**src/rtl/imm_dispatch_ctrl_pkg.sv**
```systemverilog
// +--------------------------------------------------------------------------+
// | imm_dispatch_ctrl_pkg                                                    |
// | Shared widths, immediate type codes and opcodes for imm_dispatch_ctrl.   |
// | Revision: 1.0                                                            |
// +--------------------------------------------------------------------------+
`default_nettype none

package imm_dispatch_ctrl_pkg;

   localparam int INST_BUS = 16;
   localparam int DATA_BUS = 16;

   typedef enum logic [2:0] {
      IMM_NONE  = 3'd0,
      IMM_ZE8   = 3'd1,
      IMM_SE11  = 3'd2,
      IMM_SE8   = 3'd3,
      IMM_SE5   = 3'd4,
      IMM_SE4   = 3'd5,
      IMM_SHAMT = 3'd6
   } imm_type_t;

   localparam logic [4:0] c_op_b      = 5'b00010;
   localparam logic [4:0] c_op_beqz   = 5'b00100;
   localparam logic [4:0] c_op_bnez   = 5'b00101;
   localparam logic [4:0] c_op_shift  = 5'b00110;
   localparam logic [4:0] c_op_addiu3 = 5'b01000;
   localparam logic [4:0] c_op_addiu  = 5'b01001;
   localparam logic [4:0] c_op_slti   = 5'b01010;
   localparam logic [4:0] c_op_misc   = 5'b01100;
   localparam logic [4:0] c_op_li     = 5'b01101;
   localparam logic [4:0] c_op_cmpi   = 5'b01110;
   localparam logic [4:0] c_op_lw_sp  = 5'b10010;
   localparam logic [4:0] c_op_lw     = 5'b10011;
   localparam logic [4:0] c_op_sw_sp  = 5'b11010;
   localparam logic [4:0] c_op_sw     = 5'b11011;

   localparam logic [2:0] c_sub_bteqz = 3'b000;
   localparam logic [2:0] c_sub_btnez = 3'b001;
   localparam logic [2:0] c_sub_addsp = 3'b011;

   typedef struct packed {
      logic [INST_BUS-1:0] inst;
      logic [DATA_BUS-1:0] imm;
      imm_type_t           imm_type;
      logic                illegal;
   } entry_t;

endpackage

`default_nettype wire

```
**src/rtl/imm_dispatch_ctrl_imm_classify.sv**
```systemverilog
// +--------------------------------------------------------------------------+
// | imm_dispatch_ctrl_imm_classify                                           |
// | Combinational opcode classifier and immediate extender.                  |
// | Optional: IMM_DISPATCH_TRAP_EN flags opcodes outside the ISA list.       |
// | Revision: 1.0                                                            |
// +--------------------------------------------------------------------------+
`default_nettype none

module imm_dispatch_ctrl_imm_classify
   import imm_dispatch_ctrl_pkg::*;
(
   input  logic [INST_BUS-1:0] inst,
   output imm_type_t           imm_type,
   output logic [DATA_BUS-1:0] imm,
   output logic                illegal
);

   logic [4:0] w_op;
   logic [2:0] w_sub;
   logic [2:0] w_shamt;

   assign w_op    = inst[15:11];
   assign w_sub   = inst[10:8];
   assign w_shamt = inst[4:2];

   always_comb begin
      imm_type = IMM_NONE;
      case (w_op)
         c_op_b:                             imm_type = IMM_SE11;
         c_op_addiu, c_op_beqz, c_op_bnez,
         c_op_cmpi, c_op_slti, c_op_lw_sp,
         c_op_sw_sp:                         imm_type = IMM_SE8;
         c_op_misc: begin
            if (w_sub == c_sub_bteqz || w_sub == c_sub_btnez || w_sub == c_sub_addsp)
               imm_type = IMM_SE8;
         end
         c_op_li:                            imm_type = IMM_ZE8;
         c_op_lw, c_op_sw:                   imm_type = IMM_SE5;
         c_op_addiu3:                        imm_type = IMM_SE4;
         c_op_shift:                         imm_type = IMM_SHAMT;
         default:                            imm_type = IMM_NONE;
      endcase
   end

   always_comb begin
      imm = '0;
      case (imm_type)
         IMM_ZE8:   imm = {8'h00, inst[7:0]};
         IMM_SE11:  imm = {{5{inst[10]}}, inst[10:0]};
         IMM_SE8:   imm = {{8{inst[7]}}, inst[7:0]};
         IMM_SE5:   imm = {{11{inst[4]}}, inst[4:0]};
         IMM_SE4:   imm = {{12{inst[3]}}, inst[3:0]};
         // A zero shift field encodes a shift by eight.
         IMM_SHAMT: imm = (w_shamt == 3'd0) ? 16'd8 : {13'd0, w_shamt};
         default:   imm = '0;
      endcase
   end

`ifdef IMM_DISPATCH_TRAP_EN
   always_comb begin
      case (w_op)
         c_op_b, c_op_beqz, c_op_bnez, c_op_shift, c_op_addiu3, c_op_addiu,
         c_op_slti, c_op_misc, c_op_li, c_op_cmpi, c_op_lw_sp, c_op_lw,
         c_op_sw_sp, c_op_sw: illegal = 1'b0;
         default:             illegal = 1'b1;
      endcase
   end
`else
   assign illegal = 1'b0;
`endif

endmodule

`default_nettype wire

```
**src/rtl/imm_dispatch_ctrl.sv**
```systemverilog
// +--------------------------------------------------------------------------+
// | imm_dispatch_ctrl                                                        |
// | Decode-stage immediate controller with a 2-entry skid buffer toward EX.  |
// | Optional: IMM_DISPATCH_TRAP_EN enables out_illegal reporting.            |
// | Revision: 1.0                                                            |
// +--------------------------------------------------------------------------+
`default_nettype none

module imm_dispatch_ctrl
   import imm_dispatch_ctrl_pkg::*;
#(
   parameter int INST_W = INST_BUS,
   parameter int DATA_W = DATA_BUS
) (
   input  logic              clk,
   input  logic              rst,
   input  logic              flush,
   input  logic              in_valid,
   input  logic [INST_W-1:0] in_inst,
   output logic              in_ready,
   output logic              out_valid,
   input  logic              out_ready,
   output logic [INST_W-1:0] out_inst,
   output logic [DATA_W-1:0] out_imm,
   output logic [2:0]        out_imm_type,
   output logic              out_illegal
);

   typedef enum logic [1:0] {
      ST_EMPTY = 2'd0,
      ST_ONE   = 2'd1,
      ST_TWO   = 2'd2
   } state_t;

   state_t r_state;
   logic   r_in_ready;
   logic   r_out_valid;
   entry_t r_head;
   entry_t r_skid;
   entry_t w_new;
   logic   w_accept;
   logic   w_pop;

   imm_dispatch_ctrl_imm_classify u_imm_classify (
      .inst     (in_inst),
      .imm_type (w_new.imm_type),
      .imm      (w_new.imm),
      .illegal  (w_new.illegal)
   );
   assign w_new.inst = in_inst;

   assign w_accept = in_valid & r_in_ready;
   assign w_pop    = r_out_valid & out_ready;

   always_ff @(posedge clk or posedge rst) begin
      if (rst) begin
         r_state     <= ST_EMPTY;
         r_in_ready  <= 1'b1;
         r_out_valid <= 1'b0;
         r_head      <= '0;
         r_skid      <= '0;
      end else if (flush) begin
         r_state     <= ST_EMPTY;
         r_in_ready  <= 1'b1;
         r_out_valid <= 1'b0;
      end else begin
         case (r_state)
            ST_EMPTY: begin
               if (w_accept) begin
                  r_head      <= w_new;
                  r_out_valid <= 1'b1;
                  r_state     <= ST_ONE;
               end
            end
            ST_ONE: begin
               if (w_accept && w_pop) begin
                  r_head <= w_new;
               end else if (w_accept) begin
                  r_skid     <= w_new;
                  r_in_ready <= 1'b0;
                  r_state    <= ST_TWO;
               end else if (w_pop) begin
                  r_out_valid <= 1'b0;
                  r_state     <= ST_EMPTY;
               end
            end
            // in_ready is low here, so only a pop can move the buffer.
            ST_TWO: begin
               if (w_pop) begin
                  r_head     <= r_skid;
                  r_in_ready <= 1'b1;
                  r_state    <= ST_ONE;
               end
            end
            default: begin
               r_state     <= ST_EMPTY;
               r_in_ready  <= 1'b1;
               r_out_valid <= 1'b0;
            end
         endcase
      end
   end

   assign in_ready     = r_in_ready;
   assign out_valid    = r_out_valid;
   assign out_inst     = r_head.inst;
   assign out_imm      = r_head.imm;
   assign out_imm_type = r_head.imm_type;
   assign out_illegal  = r_head.illegal;

endmodule

`default_nettype wire
```
**config.mk**
```make
export PLATFORM = sky130hd
export DESIGN_NAME = imm_dispatch_ctrl
export DESIGN_NICKNAME = d
export VERILOG_FILES = /design/src/rtl/imm_dispatch_ctrl_pkg.sv /design/src/rtl/imm_dispatch_ctrl_imm_classify.sv /design/src/rtl/imm_dispatch_ctrl.sv
export SDC_FILE = /design/constraint.sdc
export NUM_CORES = 1
export LEC_CHECK = 0
export CORE_UTILIZATION = 52
export CTS_CLUSTER_DIAMETER = 200
export CTS_CLUSTER_SIZE = 40
export DETAILED_ROUTE_END_ITERATION = 10
export MAX_ROUTING_LAYER = met4
export PLACE_DENSITY = 0.77
export REMOVE_ABC_BUFFERS = 1
export SYNTH_ARGS = -nofsm -noshare
export SYNTH_HDL_FRONTEND = slang
export SYNTH_HIERARCHICAL = 1
export SYNTH_SLANG_ARGS = --single-unit
```
**constraint.sdc**
```tcl
create_clock -name clk -period 6.1 [get_ports clk]
set_input_delay 1.22 -clock clk [delete_from_list [all_inputs] [get_ports clk]]
set_output_delay 1.22 -clock clk [all_outputs]
set_load 0.02 [all_outputs]
```
==> impl_results.md, run 1 <==
- Met3 Use GR: 0.0420
- Antenna Nets Post-Route: 0
- Synth Area in Compound Gates: 0.121
- Top-area cell type share of the netlist area: 0.482
- Nets: 396
- Mux contribution to synthesized area: 0.228
- Hold path startpoint: r_skid[33]$_DFFE_PP0P_
- Synth area leaders: dfrtp_1, mux2_4, mux2i_1
- HPWL after detailed placement: 4.79 mm
- Clock skew: 0.00901 ns
- PD cells: 470 nW/µm²
- CP startpoint kind: input port
- Max_slew headroom: 0.221
- CTS buffer count: 9
- Post-CTS Hold Fix Bufs: 0
- Reg-to-Reg Start: out_valid$_DFFE_PP0P_
- Final Hold Fails: 0
- Total core area: 7250 µm²
- Setup tns final: 0 ns
- Largest net degree at the start of global routing: 51
- Reg2Reg Setup Slack: 3.89 ns
- Residual DRC: 0
- Share of cells above drive strength 1: 0.182
- Final worst path period share: 0.529
- Vias in the first global route: 2441
- Root Driver: clkbuf_8
- Cts repair resizes: 0
- CTS Sinks: 76
- Hold Crit Class: reg -> reg
- Hold Slack: 0.511 ns
- Simple-gate share of the synthesized area: 0.103
- Async SR Flop Fraction: 1.00
- Syn Std Cell Area: 3900 µm²
- Clk Latency, worst-skew pair: 0.35 ns
- First-pass GRT wire length: 12.1 mm
- Synth-to-Final Area Change: 19.9%
- Period minus WS final: 3.23 ns
- Met2 Use GR: 0.312
- WP data arrival: 3.43 ns
- Adder-Cell Fraction of Synth Area: 0
- GRT Total Usage: 0.211
- Tightest Pin Transition: 1.16 ns
- Worst-path clk slew: 0.08 ns
- R2r worst-path depth: 3
- # diodes: 0
- Crit-path max FO: 15
- Fmax: 310 MHz
- Die ar.: 7840 µm²
- Critical Path Slowest Stage Cell: clkdlybuf4s50_1
- Worst Hold End: r_skid[33]$_DFFE_PP0P_
- GRT busiest layer: met2
- Pre-CTS setup slack: 2.52 ns
- Drt total wl: 7.37 mm
- WS Path Type: in -> reg
- WL/cell: 15.4 µm
- Syn Inst Count: 328
- Finish-stage setup viols: 0
- Vias per Instance: 5.32
- Worst stage delay on the critical path: 0.77 ns
- FP Rows: 31
- Gpl congestion: 0.887
- Met1 Resource Use GR: 0.287
- H-tree levels: 3
- R2r endpoint: r_skid[9]$_DFFE_PP0P_
- CTS tree: done
- Status: finished clean
- Cell with the most instances after synthesis: dfrtp_1
- Max-cap violations: 0
- Post-synth EDFFs: 0
- Pleak: 2.30 nW
- Final setup margin: 2.87 ns
- Slew Limit Fails: 0
- Cell taking the most area after synthesis: dfrtp_1
- Via count: 2546
- Antenna violations before repair: 0
- Peak VDD IR: 0.000201 V
- Worst EP required: 6.30 ns
- Xor/xnor share of the synthesized area: 0.00225
- Tot Pwr: 2.19 mW
- CP endpoint kind: flop
- Grt ovf: 0
- Synthesis-stage register bit count: 76
- Initial Util: 0.537
- RSZ-0062 raised after global routing: no
- IO buf count: 58
- Ports: 59
- Mean post-synth cell area: 11.9 µm²
- Top cells by count, synth: dfrtp_1, nor2_1, a21oi_1
- Die height: 88.6 µm
- Starting DRC count in detailed routing: 103
- Post-CTS Setup Inserts: 0
- First-pass iteration count of the detailed router: 4
- Max clock buf depth: 2
- Main combinational cell family by area after synthesis: multiplexers
- Die width: 88.6 µm
- Yosys warns: 6
- Fin util: 0.644
- Seq/Total Area, Yosys: 0.488
- Synth unique cells: 55
- Worst-path cell chain: clkdlybuf4s50_1, and2b_2, a32oi_4, o311ai_2, a21o_1, mux2i_1, a21oi_1
- Hold Crit Depth: 1
- Main flop type after synthesis: dfrtp_1
kinds of logic after synthesis:
group           Yosys count
compound gates           70
xor+xnor                  1
buf+inv                  33
flops                    76
mux                      73
other cells               1
simple gates             74
flip-flops by register name (all words and copies together), names as in the netlist:
name          count
out_imm_type      3
r_skid           36
out_illegal       1
in_ready          1
out_inst         16
out_imm          16
r_state           2
out_valid         1
cell type report:
class	instances	area (µm²)
clock buffer	10	128
sequential	76	1900
timing repair buffer	60	596
tap	99	124
fill	581	2580
inverter	9	33.8
clock inverter	6	113
multi-input combinational	219	1780
routing by layer:
metal | part of all wire | vias to the layer above
met5 | 0 | -
met4 | 0.0076 | 0
met3 | 0.033 | 7
met2 | 0.46 | 51
met1 | 0.50 | 1235
li1 | - | 1253
worst max-delay path: cells and delay by family:
kind | cells | cell delay, ns
AOI/OAI and AO/OA | 4 | 0.90
buffers and inverters | 1 | 0.77
muxes | 1 | 0.22
and+or+nand+nor | 1 | 0.31
how the worst max path moves through the flow:
stage / slack (ns) / start / to
2_1_floorplan: 2.94 / rst / out_illegal$_DFFE_PP0P_
3_5_place_dp: 2.52 / in_inst[13] / out_imm[12]$_DFFE_PP0P_
3_3_place_gp: 2.55 / in_inst[13] / out_imm[12]$_DFFE_PP0P_
4_1_cts: 2.89 / in_inst[13] / out_imm[12]$_DFFE_PP0P_
5_1_grt: 2.72 / in_inst[12] / out_imm[12]$_DFFE_PP0P_
6_report: 2.87 / in_inst[13] / out_imm[12]$_DFFE_PP0P_
stage by stage:
stage / cell area (µm²) / instances
2_1_floorplan: 3710 / 304
3_3_place_gp: 4430 / 463
3_5_place_dp: 4430 / 463
4_1_cts: 4670 / 479
5_1_grt: 4670 / 479
6_report: 4670 / 479
cell usage in the layout, fill, tap and decap left out, types with 2 or more instances in the layout:
master / n
a21o_1: 3
a21oi_1: 39
a22o_1: 4
buf_4: 2
bufinv_16: 3
clkbuf_8: 9
clkdlybuf4s50_1: 58
clkinv_4: 2
dfrtp_1: 75
inv_1: 8
mux2_2: 7
mux2_4: 30
mux2i_1: 36
nand2_1: 4
nor2_1: 43
nor2b_1: 6
nor4b_1: 2
o21ai_0: 4
o21ai_1: 5
power breakdown:
| group | total, mW | internal (mW) | leakage [nW] | switching, mW |
|---|---|---|---|---|
| clock network | 0.462 | 0.273 | 0.120 | 0.190 |
| registers | 0.880 | 0.742 | 0.913 | 0.138 |
| logic | 0.852 | 0.467 | 1.27 | 0.385 |
Note: power is estimated with default switching activity, not from simulation.
==> run 2, diff against run 1 <==
==> constraint.sdc (replaced) <==
create_clock -name clk -period 3 [get_ports clk]
set_input_delay 0.6 -clock clk [delete_from_list [all_inputs] [get_ports clk]]
set_output_delay 0.6 -clock clk [all_outputs]
set_load 0.02 [all_outputs]
==> impl_results.md, run 2 (synthesized netlist as in run 1, its figures left out) <==
- # diodes: 0
- H-tree levels: 3
- Most frequent cells in the layout: dfrtp_1, clkdlybuf4s50_1, nor2_1
- Dpl cells: 472
- First-pass GRT wire length: 12.5 mm
- Post-Layout Cell Count: 488
- HPWL after detailed placement: 5.12 mm
- CTS Sinks: 76
- Placed Area: 4510 µm²
- Worst stage delay on the critical path: 0.69 ns
- CP startpoint kind: input port
- Setup tns final: 0 ns
- Max_slew headroom: 0.217
- Fmax: 410 MHz
- Tightest Pin Transition: 1.17 ns
- Tot Pwr: 4.41 mW
- CP Buf/Inv Count: 1
- Most common cell after layout, fill and taps aside: dfrtp_1
- Largest net degree at the start of global routing: 44
- RSZ-0062 raised after global routing: no
- Die width: 88.6 µm
- Worst EP required: 3.28 ns
- R2r endpoint: out_inst[7]$_DFFE_PP0P_
- Total core area: 7250 µm²
- Hold Crit Class: reg -> reg
- Hold path startpoint: r_skid[19]$_DFFE_PP0P_
- Residual DRC: 0
- Clk Latency, worst-skew pair: 0.36 ns
- Crit-path max FO: 12
- Share of cells above drive strength 1: 0.203
- Worst-path cell chain: clkdlybuf4s50_1, nor2_1, or2_1, o311ai_2, a21o_1, mux2i_1, a21oi_1
- Cts repair resizes: 0
- Root Driver: clkbuf_8
- Post-CTS Hold Fix Bufs: 0
- First-pass iteration count of the detailed router: 4
- Antenna Nets Post-Route: 0
- Slew Limit Fails: 0
- Ports: 59
- Reg-to-Reg Start: r_state[0]$_DFFE_PP0P_
- Design area: 4740 µm²
- WL/cell: 15.5 µm
- Vias in the first global route: 2570
- Die ar.: 7840 µm²
- Fin util: 0.653
- Max clock buf depth: 2
- Clock skew: 0.00769 ns
- Number of flip-flops under the largest register name: 36
- R2r worst-path depth: 4
- Via count: 2652
- Nets: 405
- Peak VDD IR: 0.000476 V
- Drt total wl: 7.56 mm
- GRT Total Usage: 0.218
- Pleak: 2.34 nW
- CTS tree: done
- Max-cap violations: 0
- Worst-path clk slew: 0.08 ns
- CTS buffer count: 9
- WP data arrival: 2.72 ns
- Period minus WS final: 2.44 ns
- Status: finished clean
- Final worst path period share: 0.813
- WS Path Type: in -> reg
- Worst Hold End: r_skid[19]$_DFFE_PP0P_
- Antenna violations before repair: 0
- Initial Util: 0.537
- Reg2Reg Setup Slack: 1.04 ns
- Synth-to-Final Area Change: 21.5%
- Hold Crit Depth: 1
- Critical Path Slowest Stage Cell: clkdlybuf4s50_1
- PD cells: 931 nW/µm²
- Gpl congestion: 0.876
- FP Rows: 31
- Post-CTS Setup Inserts: 0
- Finish-stage setup viols: 0
- Final Hold Fails: 0
- Vias per Instance: 5.43
- Top reg by flops: r_skid
- CP delay by family, top: compound AO/OA/AOI/OAI gates
- IO buf count: 58
- CP endpoint kind: flop
- Starting DRC count in detailed routing: 105
- Grt ovf: 0
- Die height: 88.6 µm
==> run 2: worst max path at each step <==
stage / slack [ns] / cells past startpoint / end / start
5_1_grt: 0.39 / 7 / out_imm[12]$_DFFE_PP0P_ / in_inst[14]
4_1_cts: 0.52 / 7 / out_imm[13]$_DFFE_PP0P_ / in_inst[14]
6_report: 0.56 / 7 / out_imm[12]$_DFFE_PP0P_ / in_inst[14]
3_3_place_gp: 0.25 / 6 / r_skid[14]$_DFFE_PP0P_ / in_inst[11]
2_1_floorplan: 0.46 / 1 / out_illegal$_DFFE_PP0P_ / rst
3_5_place_dp: 0.15 / 7 / out_imm[13]$_DFFE_PP0P_ / in_inst[14]
==> run 2: layer usage <==
layer,part of all wire,vias to the layer above,routed length [µm],GRT usage
met1,0.48,1304,3600,0.296
met4,0.018,0,136,0.0880
met5,0,-,0,-
met3,0.032,10,239,0.0392
met2,0.47,69,3580,0.325
li1,-,1269,-,-
==> run 2: report_power, final <==
part	switching (mW)	total, mW	internal, mW	leakage (nW)
clock network	0.404	0.876	0.472	0.102
logic	0.785	1.74	0.957	1.32
registers	0.282	1.79	1.51	0.913
==> run 2: area by class of cell <==
| cell class | instances | area, µm² |
|---|---|---|
| Clock buffer | 9 | 124 |
| Sequential cell | 76 | 1900 |
| Multi-Input combinational cell | 219 | 1780 |
| Tap cell | 99 | 124 |
| Timing Repair Buffer | 69 | 676 |
| Clock inverter | 7 | 100 |
| Fill cell | 587 | 2520 |
| Inverter | 9 | 33.8 |
==> run 2: stage by stage <==
step	hold WS (ns)	setup slack, ns
CTS	0.513	0.524
global route	0.525	0.388
global placement	0.486	0.254
finish	0.512	0.560
floorplan	0.479	0.463
detailed placement	0.492	0.152
